**config.mk**
```make
export PLATFORM = sky130hd
export DESIGN_NAME = pipeline_ctrl
export DESIGN_NICKNAME = d
export VERILOG_FILES = /design/src/rtl/pipeline_ctrl.sv
export SDC_FILE = /design/constraint.sdc
export NUM_CORES = 1
export LEC_CHECK = 0
export CAP_MARGIN = 20
export CELL_PAD_IN_SITES_DETAIL_PLACEMENT = 1
export CELL_PAD_IN_SITES_GLOBAL_PLACEMENT = 1
export CORE_UTILIZATION = 35
export CTS_CLUSTER_SIZE = 40
export DETAILED_ROUTE_END_ITERATION = 12
export PLACE_DENSITY = 0.69
export SKIP_CTS_REPAIR_TIMING = 1
export SYNTH_ARGS = -nofsm -noshare
export SYNTH_HDL_FRONTEND = slang
export SYNTH_SLANG_ARGS = --single-unit
```
**constraint.sdc**
```tcl
create_clock -name clk -period 3.2 [get_ports clk]
set_input_delay 0.48 -clock clk [delete_from_list [all_inputs] [get_ports clk]]
set_output_delay 0.48 -clock clk [all_outputs]
set_load 0.02 [all_outputs]
```
**src/rtl/pipeline_ctrl.sv**
```systemverilog
// Pipeline hazard/flush controller: RUN/FLUSH/HOLD sequencing, per-register
// write-pending scoreboard, and a saturating count of hazard-stall cycles.
module pipeline_ctrl (
  input  logic        clk,
  input  logic        rst,
  input  logic        id_valid,
  input  logic [3:0]  id_rs1,
  input  logic        id_rs1_en,
  input  logic [3:0]  id_rs2,
  input  logic        id_rs2_en,
  input  logic [3:0]  id_rd,
  input  logic        id_regwrite,
  input  logic        id_memtoreg,
  input  logic        ex_branch,
  input  logic        ex_zero,
  input  logic        ex_jump,
  input  logic        mem_busy,
  output logic        issue,
  output logic        stall,
  output logic        flush_if,
  output logic        flush_id,
  output logic        pc_sel,
  output logic [15:0] busy_mask,
  output logic [15:0] stall_cnt
);

  localparam logic [1:0] S_RUN   = 2'd0;
  localparam logic [1:0] S_FLUSH = 2'd1;
  localparam logic [1:0] S_HOLD  = 2'd2;

  logic [1:0]  r_state;
  logic [1:0]  w_next;
  logic [1:0]  r_cnt [16];
  logic [15:0] r_stall_cnt;
  logic [15:0] w_busy;
  logic        w_taken, w_hazard, w_run, w_frozen, w_issue, w_stall;

  assign w_taken  = (ex_branch && ex_zero) || ex_jump;
  // Hazard looks at the counters before this cycle's own write lands.
  assign w_hazard = (id_rs1_en && (r_cnt[id_rs1] != 2'd0)) ||
                    (id_rs2_en && (r_cnt[id_rs2] != 2'd0));
  assign w_run    = (r_state == S_RUN) && !mem_busy;
  assign w_issue  = w_run && !w_taken && id_valid && !w_hazard;
  assign w_stall  = w_run && !w_taken && id_valid && w_hazard;
  // The cycle spent in HOLD after mem_busy drops stays frozen as well.
  assign w_frozen = mem_busy || (r_state == S_HOLD);

  always_comb begin
    w_busy = '0;
    for (int n = 0; n < 16; n++) w_busy[n] = (r_cnt[n] != 2'd0);
  end

  always_comb begin
    w_next = S_RUN;
    if (mem_busy)                            w_next = S_HOLD;
    else if ((r_state == S_RUN) && w_taken)  w_next = S_FLUSH;
  end

  assign issue     = !rst && w_issue;
  assign stall     = !rst && w_stall;
  assign pc_sel    = !rst && w_run && w_taken;
  assign flush_if  = !rst && w_run && w_taken;
  assign flush_id  = !rst && ((w_run && w_taken) || (r_state == S_FLUSH));
  assign busy_mask = rst ? 16'h0000 : w_busy;
  assign stall_cnt = rst ? 16'h0000 : r_stall_cnt;

  always_ff @(posedge clk) begin
    if (rst) begin
      r_state     <= S_RUN;
      r_stall_cnt <= 16'h0000;
      for (int n = 0; n < 16; n++) r_cnt[n] <= 2'd0;
    end else begin
      r_state <= w_next;
      if (!w_frozen) begin
        for (int n = 0; n < 16; n++) begin
          if (w_issue && id_regwrite && (id_rd == 4'(n)))
            r_cnt[n] <= id_memtoreg ? 2'd3 : 2'd2;
          else if (r_cnt[n] != 2'd0)
            r_cnt[n] <= r_cnt[n] - 2'd1;
        end
        if (w_stall && (r_stall_cnt != 16'hFFFF))
          r_stall_cnt <= r_stall_cnt + 16'd1;
      end
    end
  end

endmodule
```
### After elaboration in Yosys (flattened, before gate mapping)

Memory sizes are Yosys's and may differ from the RTL's.
Cells that the tools add are included.

| word-level totals | value |
|---|---|
| output and inout port bits | 37 |
| bits in registers | 18 |
| bits in writable memories | 32 |
| bits in latches | 0 |
| memories | 1 |
| ROM bits | 0 |
| bits of input ports | 23 |

Memory list:

| name | words | bits a word | read ports | clocked after Yosys merged registers in | write ports | line | RTL |
|---|---|---|---|---|---|---|---|
| r_cnt | 16 | 2 | 18 | 0 | 16 | 33 | `logic [1:0] r_cnt [16];` |

| operators by class | value |
|---|---|
| shift-type cells | 0 |
| order comparisons | 0 |
| equality and inequality tests | 18 |
| reduce and logical (&&, ||, !) cells | 63 |
| $mul | 0 |
| divide/modulo/power cells | 0 |
| muxes and demuxes | 183 |
| $add $sub $neg | 17 |
| bitwise logic cells | 33 |

Operators by type and width:

| operator | count |
|---|---|
| $mux W1 | 148 |
| $mux W2 | 33 |
| $reduce_bool A2 Y1 | 18 |
| $logic_and A1 B1 Y1 | 33 |
| $eq A4 B4 Y1 const B | 8 |
| $mux W16 | 2 |
| $or A1 B1 Y1 | 32 |
| $sub A2 B1 Y2 const B | 16 |
| $add A16 B1 Y16 const B | 1 |
| $eq A4 B3 Y1 const B | 4 |
| $ne A16 B16 Y1 const B | 1 |
| $eq A4 B2 Y1 const B | 2 |
| $eq A4 B1 Y1 const B | 1 |
| $logic_not A1 Y1 | 4 |
| $logic_not A4 Y1 | 1 |
| $logic_or A1 B1 Y1 | 4 |
| $eq A2 B1 Y1 const B | 1 |
| $eq A2 B2 Y1 const B | 1 |
| $logic_not A2 Y1 | 1 |
| $reduce_and A2 Y1 | 1 |
| $reduce_or A2 Y1 | 1 |
| $not A1 Y1 | 1 |

### Depth between registers and ports, before layout

Gate-level depths: netlist (run 1).

| logic depth | value |
|---|---|
| depth after elaboration | 14 |
| depth in mapped cells | 10 |

### Worst setup path after synthesis (run 1)

OpenSTA, ideal clock, no wires.

| path | value |
|---|---|
| path type | input to register |
| start point | in id_rs1[0] |
| end point | mem r_cnt[12][0], data pin |
| buffers on the path | 2 |
| required time | 2.940 ns |
| stages | 8 |
| data arrival time | 2.213 ns |
| setup time | 0.260 ns |
| slack | 0.728 ns |
| path through | buf_2 -> mux4_2 -> a32oi_1 -> and3_2 -> nor3_2 -> buf_2 -> a31oi_1 -> mux2_2 |

RTL lines:

| item | line | RTL |
|---|---|---|
| from (decl) | 7 | `input logic [3:0] id_rs1,` |
| to (decl) | 33 |  |

### Worst setup path in the final report (run 1)

| path | value |
|---|---|
| start point | in id_rs2[0] |
| end point | out stall |

| between the ends | value |
|---|---|
| longest elaborated chain between the ends | 6 |

RTL lines:

| item | line | RTL |
|---|---|---|
| from (decl) | 9 | `input logic [3:0] id_rs2,` |
| $mem_v2 Z16 W2 | -- |  |
| $reduce_bool A2 Y1 | 41 | `(id_rs2_en && (r_cnt[id_rs2] != 2'd0));` |
| $logic_and A1 B1 Y1 | 41 |  |
| $logic_or A1 B1 Y1 | 40 | `assign w_hazard = (id_rs1_en && (r_cnt[id_rs1] != 2'd0)) \|\|` |
| $logic_and A1 B1 Y1 | 44 | `assign w_stall = w_run && !w_taken && id_valid && w_hazard;` |
| $logic_and A1 B1 Y1 | 60 | `assign stall = !rst && w_stall;` |
| to (decl) | 19 | `output logic stall,` |

No other way between the ends.

==> results of run 1 <==
[metrics by stage]
stage	instances	hold WS, ns	utilization	area (um^2)	worst slack (ns)
after floorplan	402	0.489	-	3480	0.728
after global placement	596	0.515	0.443	4310	-0.229
after detailed placement	596	0.539	0.443	4310	-0.350
after CTS	604	0.551	0.451	4390	-0.374
after global routing	604	0.598	0.453	4410	-0.0390
final	604	0.553	0.453	4410	0.0942
[worst register-to-register path, stage by stage (launching register included)]
cell and delay (ns):
edfxtp_1 0.43, nor2_1 0.25, a211oi_1 0.14, nor4_2 0.31, o32ai_2 0.13, buf_4 0.18, nor3_2 0.17, buf_4 0.20
buf_12 0.14, nand3_1 0.16, a31oi_1 0.33
[power by group]
group          internal [mW]  switching [mW]  total (mW)  leakage, nW
logic                  0.191           0.229       0.420         1.31
clock network          0.156           0.212       0.368       0.0395
registers              0.740          0.0352       0.775        0.475
[metal layers]
layer,global-route usage,wire length [um],up-vias
li1,-,-,1570
met1,0.261,4600,1548
met2,0.366,4910,65
met3,0.0317,390,13
met4,0.0546,154,0
met5,0,0,-
[cells by family (layout without fill, tap and decap cells)]
group,count (synthesis),in the layout
AND/OR/NAND/NOR,187,187
AO/OA/AOI/OAI,62,62
buffers and inverters,57,126
flip-flops,50,50
multiplexers,28,28
adder cells (fa/ha/maj),17,17
XOR/XNOR,1,1
[worst max-delay path by stage]
stage	cells after the start	start	endpoint	slack [ns]
5_1_grt	9	id_rs2[0]	stall	-0.04
4_1_cts	9	id_rs2[0]	stall	-0.37
2_1_floorplan	8	id_rs1[0]	r_cnt[12][0]$_SDFFCE_PP0P_	0.73
3_5_place_dp	9	id_rs2[0]	stall	-0.35
3_3_place_gp	10	id_rs2[0]	issue	-0.23
6_report	9	id_rs2[0]	stall	0.09
[registers in the layout (all words and copies together) (netlist names)]
signal	flops
r_cnt	32
r_stall_cnt	16
r_state	2
[final cells by class]
type,count,area [um^2],share of cell area
tap,133,166,0.0378
multi-input combinational,295,1940,0.441
inverter,38,143,0.0324
sequential,50,1320,0.300
clock buffer,8,80.1,0.0182
timing repair buffer,80,753,0.171
[placed cells by master, fill, tap and decap left out, drive strengths merged, types with 11 or more instances in the layout]
| cell type | count |
|---|---|
| nand3 | 23 |
| a21oi | 21 |
| a31oi | 15 |
| clkdlybuf4s50 | 56 |
| buf | 22 |
| inv | 38 |
| mux2 | 11 |
| ha | 17 |
| mux2i | 13 |
| nor2b | 23 |
| nor2 | 51 |
| or2 | 12 |
| nand2 | 29 |
| dfxtp | 18 |
| nor3 | 15 |
| edfxtp | 32 |
[Yosys cell counts (2+ instances only)]
library cell   n  share of area
clkbuf_1      11          0.012
buf_6          2         0.0065
nor3_2         2         0.0057
or4_1          6          0.013
and2_1         3         0.0054
nand3_1       23          0.033
and4_1         2         0.0050
and3_1         4         0.0072
a31oi_1       15          0.027
o21ai_0        6         0.0086
ha_1          17          0.061
and3b_1        2         0.0050
edfxtp_1      32           0.28
a2111oi_0      2         0.0050
nor3_1        13          0.019
buf_2          4         0.0057
mux4_1         2          0.015
a21oi_1       21          0.030
mux2_2         8          0.026
mux2i_1       13          0.037
dfxtp_1       18           0.10
nor2b_1       23          0.041
nand2b_1       3         0.0054
mux2_1         3         0.0097
nor2_1        51          0.055
nand2_1       29          0.031
inv_1         38          0.041
mux4_2         2          0.013
or3_1         10          0.018
o211ai_1       4         0.0086
or2_2         11          0.020
==> metrics.txt, run 1 <==
run status=complete, no violations; worst flop-to-flop path endpoint=r_cnt[5][0]$_SDFFCE_PN0P_; first-pass GRT wire length=16400 um; WHS Endpoint=r_stall_cnt[9]$_SDFFE_PP0P_; Critical Path AT=2.63 ns; Vert. Die Dim=102 um; register area share after synthesis=0.379; kind of critical path=in -> out; Synth Net Count=around 440; clk_lat worst skew=0.31 ns; Yosys reg bits=50; DRT Wirelength=around 10000 um; distinct cell type count after synthesis=53; mux contribution to synthesized area=0.101; CTS tree=built; IO Pins=60; power per cell area=354 mW/mm^2; Hold Crit Class=reg -> reg; Synth Area in XOR/XNOR=0.00251; CTS H-tree depth=2; Synth Area per Inst=between 8 and 9 um^2; CP peak stage delay=0.45 ns; slew at the pin closest to its max-slew limit=around 0.75 ns; initial core utilization=0.358; global placer's final weighted congestion=around 0.9; Tcrit/Tclk final=0.971; post-DR wirelength/cell=about 17 um; Core Area=between 0.009 and 0.01 mm^2; Slew Viols, Final=0; Slew headroom=0.498; number of global-route vias before repair=between 3000 and 4000; CTS sink count=50; die width=between 100 and 150 um; Crit. End Element=output port; Synth Flop Type=edfxtp_1; largest net degree at the start of global routing=22; GRT Residual Overflow=0; yosys warns=0; Setup Skew=0.0129 ns; Post-Synth Adder-Cell Area=0.0611; Post-Syn Area=between 0.003 and 0.004 mm^2; Ant. Diodes=0; Max FO, Critical Path=12; clk buf depth=2; ys async rst share=0; number of nets in the layout=about 500; largest family of logic cells by synthesized area=simple AND/OR/NAND/NOR gates; initial antenna violation count=0; static leakage power=1.82 nW; Slowest-stage cell, CP=clkdlybuf4s50_1; Final setup viols=0; R2R setup slack=0.46 ns; DR vias=3196; worst hold start=r_stall_cnt[9]$_SDFFE_PP0P_; FILL cells=1172; Site Rows=36; Reg2Reg Depth=10; clk root buf=clkbuf_8; Hold Path Stages=2; PortBufs=59; DRC=0; Synth Area in Compound Gates=0.114; Fmax achieved=322 MHz; Max-cap violations=0; Via density=5.29; minimum clock period after layout=3.11 ns; CP required=2.72 ns; final hold vios=0; Post-synth EDFFs=32; antenna viol nets, final=0; CTS Buf Count=5; CP bufs+invs=3; Peak VDD IR=0.000180 V; RR Startpoint=r_cnt[13][0]$_SDFFCE_PP0P_; Simple-Gate Fraction of Synth Area=0.274; Pwr Total=1.56 mW; first-iteration detailed-routing DRC count=78; Worst setup SP type=input pin; DIE AREA=between 0.01 and 0.015 mm^2; Top delay family on crit path=buffers and inverters; DP HPWL=~7800 um; All-Layer GR Usage=0.207; clock-pin slew on the worst setup and hold paths=around 0.090 ns; Layout area overhead=26.5%; crit-path cells=clkdlybuf4s50_1, buf_4, nor3_1, a2111oi_2, nor4_2, o32ai_2, or2_1, and3_1, dlymetal6s2s_1; post-route setup TNS=0 ns; layout cells sized above 1=0.123; drt pass-1 iters=4; Syn Inst Count=~400
Power figures use the tool's default switching activity.
==> run 2, diff against run 1 <==
Settings changed: CORE_UTILIZATION 35 to 40, PLACE_DENSITY 0.69 to 0.77.
==> metrics.txt, run 2 (synthesized netlist as in run 1, its figures left out) <==
run status=complete, no violations; R2R setup slack=0.43 ns (-0.03 ns); setup slack after layout=0.184 ns (+0.0899 ns); placed insts=569 (-4.5%); power per cell area=372 mW/mm^2 (+5.1%); biggest regs=r_cnt (32), r_stall_cnt (16), r_state (2); DRT Wirelength=10000 um (-0.32%); CTS tree=built; first-iteration detailed-routing DRC count=136 (+74%); Vert. Die Dim=95.3 um (-6.3%); Layout area overhead=26.8%; minimum clock period after layout=3.02 ns (-0.0899 ns); clk root buf=clkbuf_8; Final setup viols=0 (unchanged); die width=95.3 um (-6.3%); Hold Crit Class=in -> reg; initial core utilization=0.418 (+0.0596); largest net degree at the start of global routing=45 (+100%); static leakage power=1.86 nW (+2.0%); post-DR wirelength/cell=17.4 um (+4.3%); Crit. End Element=output port; PortBufs=59 (unchanged); clk buf depth=2 (unchanged); worst hold start=rst; CP required=2.72 ns (about the same); commonest non-fill, non-tap cell in the layout=clkdlybuf4s50_1; Hold Path Stages=2 (unchanged); global placer's final weighted congestion=0.876 (-2.3%); Fmax achieved=332 MHz (+3.0%); FILL cells=1007 (-14%); number of nets in the layout=511 (+0.20%); initial antenna violation count=0 (unchanged); Setup Skew=0.00972 ns (-0.00322 ns); Core Area=0.00834 mm^2 (-14%); RR Startpoint=r_cnt[13][0]$_SDFFCE_PP0P_; DIE AREA=0.00909 mm^2 (-12%); worst slack, placed=-0.243 ns (+0.107 ns); Slew Viols, Final=0 (unchanged); IO Pins=60 (unchanged); clk_lat worst skew=0.31 ns (about the same); number of global-route vias before repair=3284 (-0.30%); DRC=0 (unchanged); DP HPWL=7680 um (-1.7%); kind of critical path=in -> out; All-Layer GR Usage=0.232 (+0.0253); CTS sink count=50 (unchanged); clock-pin slew on the worst setup and hold paths=0.10 ns (about the same); Final Non-Filler Cells=577 (-4.5%); antenna viol nets, final=0 (unchanged); most frequent cells in the layout=clkdlybuf4s50_1, nor2_1, inv_1; Ant. Diodes=0 (unchanged); Slew headroom=0.442 (-0.0563); CTS Buf Count=5 (unchanged); final hold vios=0 (unchanged); Pwr Total=1.65 mW (+5.3%); worst flop-to-flop path endpoint=r_stall_cnt[11]$_SDFFE_PP0P_; layout cells sized above 1=0.123 (-0.000261); CTS H-tree depth=2 (unchanged); first-pass GRT wire length=16300 um (-0.67%); Largest register FFs=32 (unchanged); DR vias=3286 (+2.8%); post-layout util=0.530 (+0.0768); Via density=5.69 (+7.6%); slew at the pin closest to its max-slew limit=0.837 ns (+0.0845 ns); Critical Path AT=2.54 ns (-0.09 ns); RSZ-0062 raised after global routing=false; Site Rows=33 (-8.3%); Max-cap violations=0 (unchanged); GRT Residual Overflow=0 (unchanged); Most flops, register=r_cnt; Tcrit/Tclk final=0.942 (-0.0281); Peak VDD IR=0.000198 V (+10%); Max FO, Critical Path=3 (-9); WHS Endpoint=r_state[1]$_SDFF_PP0_; Worst setup SP type=input pin; Reg2Reg Depth=8 (-2); drt pass-1 iters=4 (unchanged)
## run 2: per-layer routing
| metal | routed length, um | vias up | share of wire | GRT usage |
|---|---|---|---|---|
| met3 | 386 | 14 | 0.038 | 0.0279 |
| li1 | - | 1569 | - | - |
| met4 | 104 | 0 | 0.010 | 0.0492 |
| met2 | 5080 | 87 | 0.51 | 0.414 |
| met1 | 4460 | 1616 | 0.44 | 0.299 |
| met5 | 0 | - | 0 | 0 |
## run 2: stage by stage
step	TNS (ns)	cell area, um^2	hold WS, ns
2_1_floorplan	0	3480	0.489
3_3_place_gp	-0.231	4300	0.517
3_5_place_dp	-0.430	4300	0.542
4_1_cts	-0.428	4410	0.458
5_1_grt	0	4420	0.476
6_report	0	4420	0.464
## run 2: cell type report
type,instances,area (um^2),share of cell area
clock inverters,1,8.76,0.00198
flip-flops and latches,50,1320,0.299
repair buffers,81,781,0.177
well taps,105,131,0.0297
multi-input cells,295,1930,0.436
inverters,38,143,0.0323
clock buffers,7,108,0.0244
## run 2: worst max path at each step
stage	start	end	slack [ns]
2_1_floorplan	id_rs1[0]	r_cnt[12][0]$_SDFFCE_PP0P_	0.73
3_3_place_gp	id_rs2[0]	stall	-0.17
3_5_place_dp	id_rs2[0]	stall	-0.24
4_1_cts	id_rs2[0]	stall	-0.23
5_1_grt	id_rs2[0]	issue	0.05
6_report	id_rs1[2]	stall	0.18
## run 2: worst max-delay path, cell delays in order
cell,delay [ns]
clkdlybuf4s50_1,0.55
mux4_1,0.57
a22oi_1,0.19
and3_2,0.21
or2_1,0.14
and3_1,0.17
dlymetal6s2s_1,0.22
## run 2: power breakdown
group / switching (mW) / internal [mW] / total, mW
Sequential: 0.0345 / 0.740 / 0.774
Combinational: 0.225 / 0.186 / 0.411
Clock: 0.234 / 0.226 / 0.460
==> run 3, diff against run 2 <==
Settings changed: CORE_ASPECT_RATIO from default to 1.1.
==> metrics.txt, run 3 (synthesized netlist as in run 1, its figures left out) <==
CTS sink count=50 (unchanged); Peak VDD IR=0.000200 V (+1.4%); DR vias=3245 (-1.2%); Pwr Total=1.58 mW (-3.9%); Reg power frac=0.488 (+0.018); Setup Skew=0.00739 ns (-0.00233 ns); post-route setup TNS=0 ns (unchanged); Core Area=0.00841 mm^2 (+0.81%); post-layout util=0.522 (-0.00798); Tcrit/Tclk final=0.966 (+0.0232); Max-cap violations=0 (unchanged); Psw=0.481 mW (-2.7%); Worst setup SP type=input pin; R2R setup slack=0.42 ns (about the same); PortBufs=59 (unchanged); placed insts=576 (+1.2%); Hold Crit Class=reg -> reg; kind of critical path=in -> out; first-pass GRT wire length=16300 um (+0.25%); clk root buf=clkbuf_8; Fmax achieved=324 MHz (-2.4%); biggest regs=r_cnt (32), r_stall_cnt (16), r_state (2); Ant. Diodes=0 (unchanged); initial antenna violation count=0 (unchanged); Critical Path AT=2.61 ns (+0.07 ns); Layout area overhead=25.9%; most frequent cells in the layout=clkdlybuf4s50_1, nor2_1, inv_1; run status=complete, no violations; CTS tree=built; largest net degree at the start of global routing=33 (-27%); Worst Setup EP=issue; global placer's final weighted congestion=0.844 (-3.6%); Reg2Reg Depth=10 (+2); setup slack after layout=0.110 ns (-0.0743 ns); DIE AREA=0.00909 mm^2 (about the same); GRT Residual Overflow=0 (unchanged); CTS Buf Count=5 (unchanged); CTS H-tree depth=2 (unchanged); DRC=0 (unchanged); Crit. End Element=output port; Final Instance Area=0.00439 mm^2 (-0.71%); worst flop-to-flop path endpoint=r_cnt[3][0]$_SDFFCE_PN0P_; Internal Power=1.10 mW (-4.4%); clk buf depth=2 (unchanged); power per cell area=361 mW/mm^2 (-3.2%); IO Pins=60 (unchanged); initial core utilization=0.414 (-0.00336); Largest register FFs=32 (unchanged); Most flops, register=r_cnt; slew at the pin closest to its max-slew limit=0.747 ns (-0.0906 ns); Max FO, Critical Path=4 (+1); static leakage power=1.87 nW (+0.54%); layout cells sized above 1=0.121 (-0.00237); Final setup viols=0 (unchanged); worst slack, placed=-0.256 ns (-0.0133 ns); CP Launch Point=id_rs1[2]; Clock power frac=0.247 (-0.033); clk_lat worst skew=0.31 ns (about the same); final hold slack=0.541 ns (+0.0768 ns); commonest non-fill, non-tap cell in the layout=clkdlybuf4s50_1; All-Layer GR Usage=0.225 (-0.00740); DP HPWL=7670 um (about the same); Comb power frac=0.265 (+0.015); RR Startpoint=r_cnt[5][0]$_SDFFCE_PN0P_; RSZ-0062 raised after global routing=false; Post-Place Cell Area=0.00429 mm^2 (-0.23%); minimum clock period after layout=3.09 ns (+0.0743 ns); DRT Wirelength=9880 um (-1.6%); worst hold start=r_stall_cnt[9]$_SDFFE_PP0P_; CP required=2.72 ns (about the same); Slew Viols, Final=0 (unchanged); drt pass-1 iters=4 (unchanged); die width=91.0 um (-4.6%); post-DR wirelength/cell=16.9 um (-2.7%); Vert. Die Dim=99.9 um (+4.8%); final hold vios=0 (unchanged); antenna viol nets, final=0 (unchanged); number of nets in the layout=512 (+0.20%); Sw Share=0.304 (+0.00363); number of global-route vias before repair=3276 (-0.24%); Final Non-Filler Cells=584 (+1.2%); Via density=5.56 (-2.4%); Slew headroom=0.502 (+0.0604); first-iteration detailed-routing DRC count=154 (+13%); clock-pin slew on the worst setup and hold paths=0.09 ns (about the same); Site Rows=35 (+6.1%)
[run 3: cell types whose count changed in the layout (fill, tap and decap cells not counted), sizes merged]
cell	previous run	this run
clkinv	0	2
dlymetal6s2s	2	4
buf	23	24
clkbuf	7	6
clkdlybuf4s50	56	54
inv	39	38
[run 3: final cells by class]
| type | count | area [um^2] |
|---|---|---|
| Inverter | 38 | 143 |
| Fill cell | 1015 | 4020 |
| Sequential cell | 50 | 1320 |
| Multi-Input combinational cell | 295 | 1930 |
| Tap cell | 111 | 139 |
| Clock buffer | 6 | 82.6 |
| Clock inverter | 2 | 7.51 |
| Timing Repair Buffer | 82 | 768 |
[run 3: metal layers]
metal | vias up | track usage | wire length [um]
li1 | 1567 | - | -
met1 | 1579 | 0.281 | 4440
met2 | 83 | 0.403 | 4800
met3 | 16 | 0.0295 | 431
met4 | 0 | 0.0696 | 199
met5 | - | 0 | 0
[run 3: worst max-delay path, cell delays in order]
cell and delay (ns):
clkdlybuf4s50_1 0.57, mux4_1 0.57, a22oi_1 0.18, and3_2 0.22, or2_1 0.18, buf_4 0.14, nor3_1 0.03, dlymetal6s2s_1 0.23
[run 3: power groups by stage]
stage          clock, mW  combinational, mW  sequential (mW)
6_report           0.390              0.419            0.773
5_1_grt            0.419              0.462            0.779
4_1_cts            0.397              0.422            0.773
3_5_place_dp           0              0.419            0.788
3_3_place_gp           0              0.397            0.785
2_1_floorplan          0              0.250            0.776
[run 3: worst min path at each step]
stage	slack, ns	to	cells after the start
2_1_floorplan	0.49	r_stall_cnt[9]$_SDFFE_PP0P_	2
3_3_place_gp	0.51	r_stall_cnt[9]$_SDFFE_PP0P_	2
5_1_grt	0.60	r_stall_cnt[14]$_SDFFE_PP0P_	2
6_report	0.54	r_stall_cnt[9]$_SDFFE_PP0P_	2
3_5_place_dp	0.51	r_stall_cnt[9]$_SDFFE_PP0P_	2
4_1_cts	0.54	r_stall_cnt[9]$_SDFFE_PP0P_	2
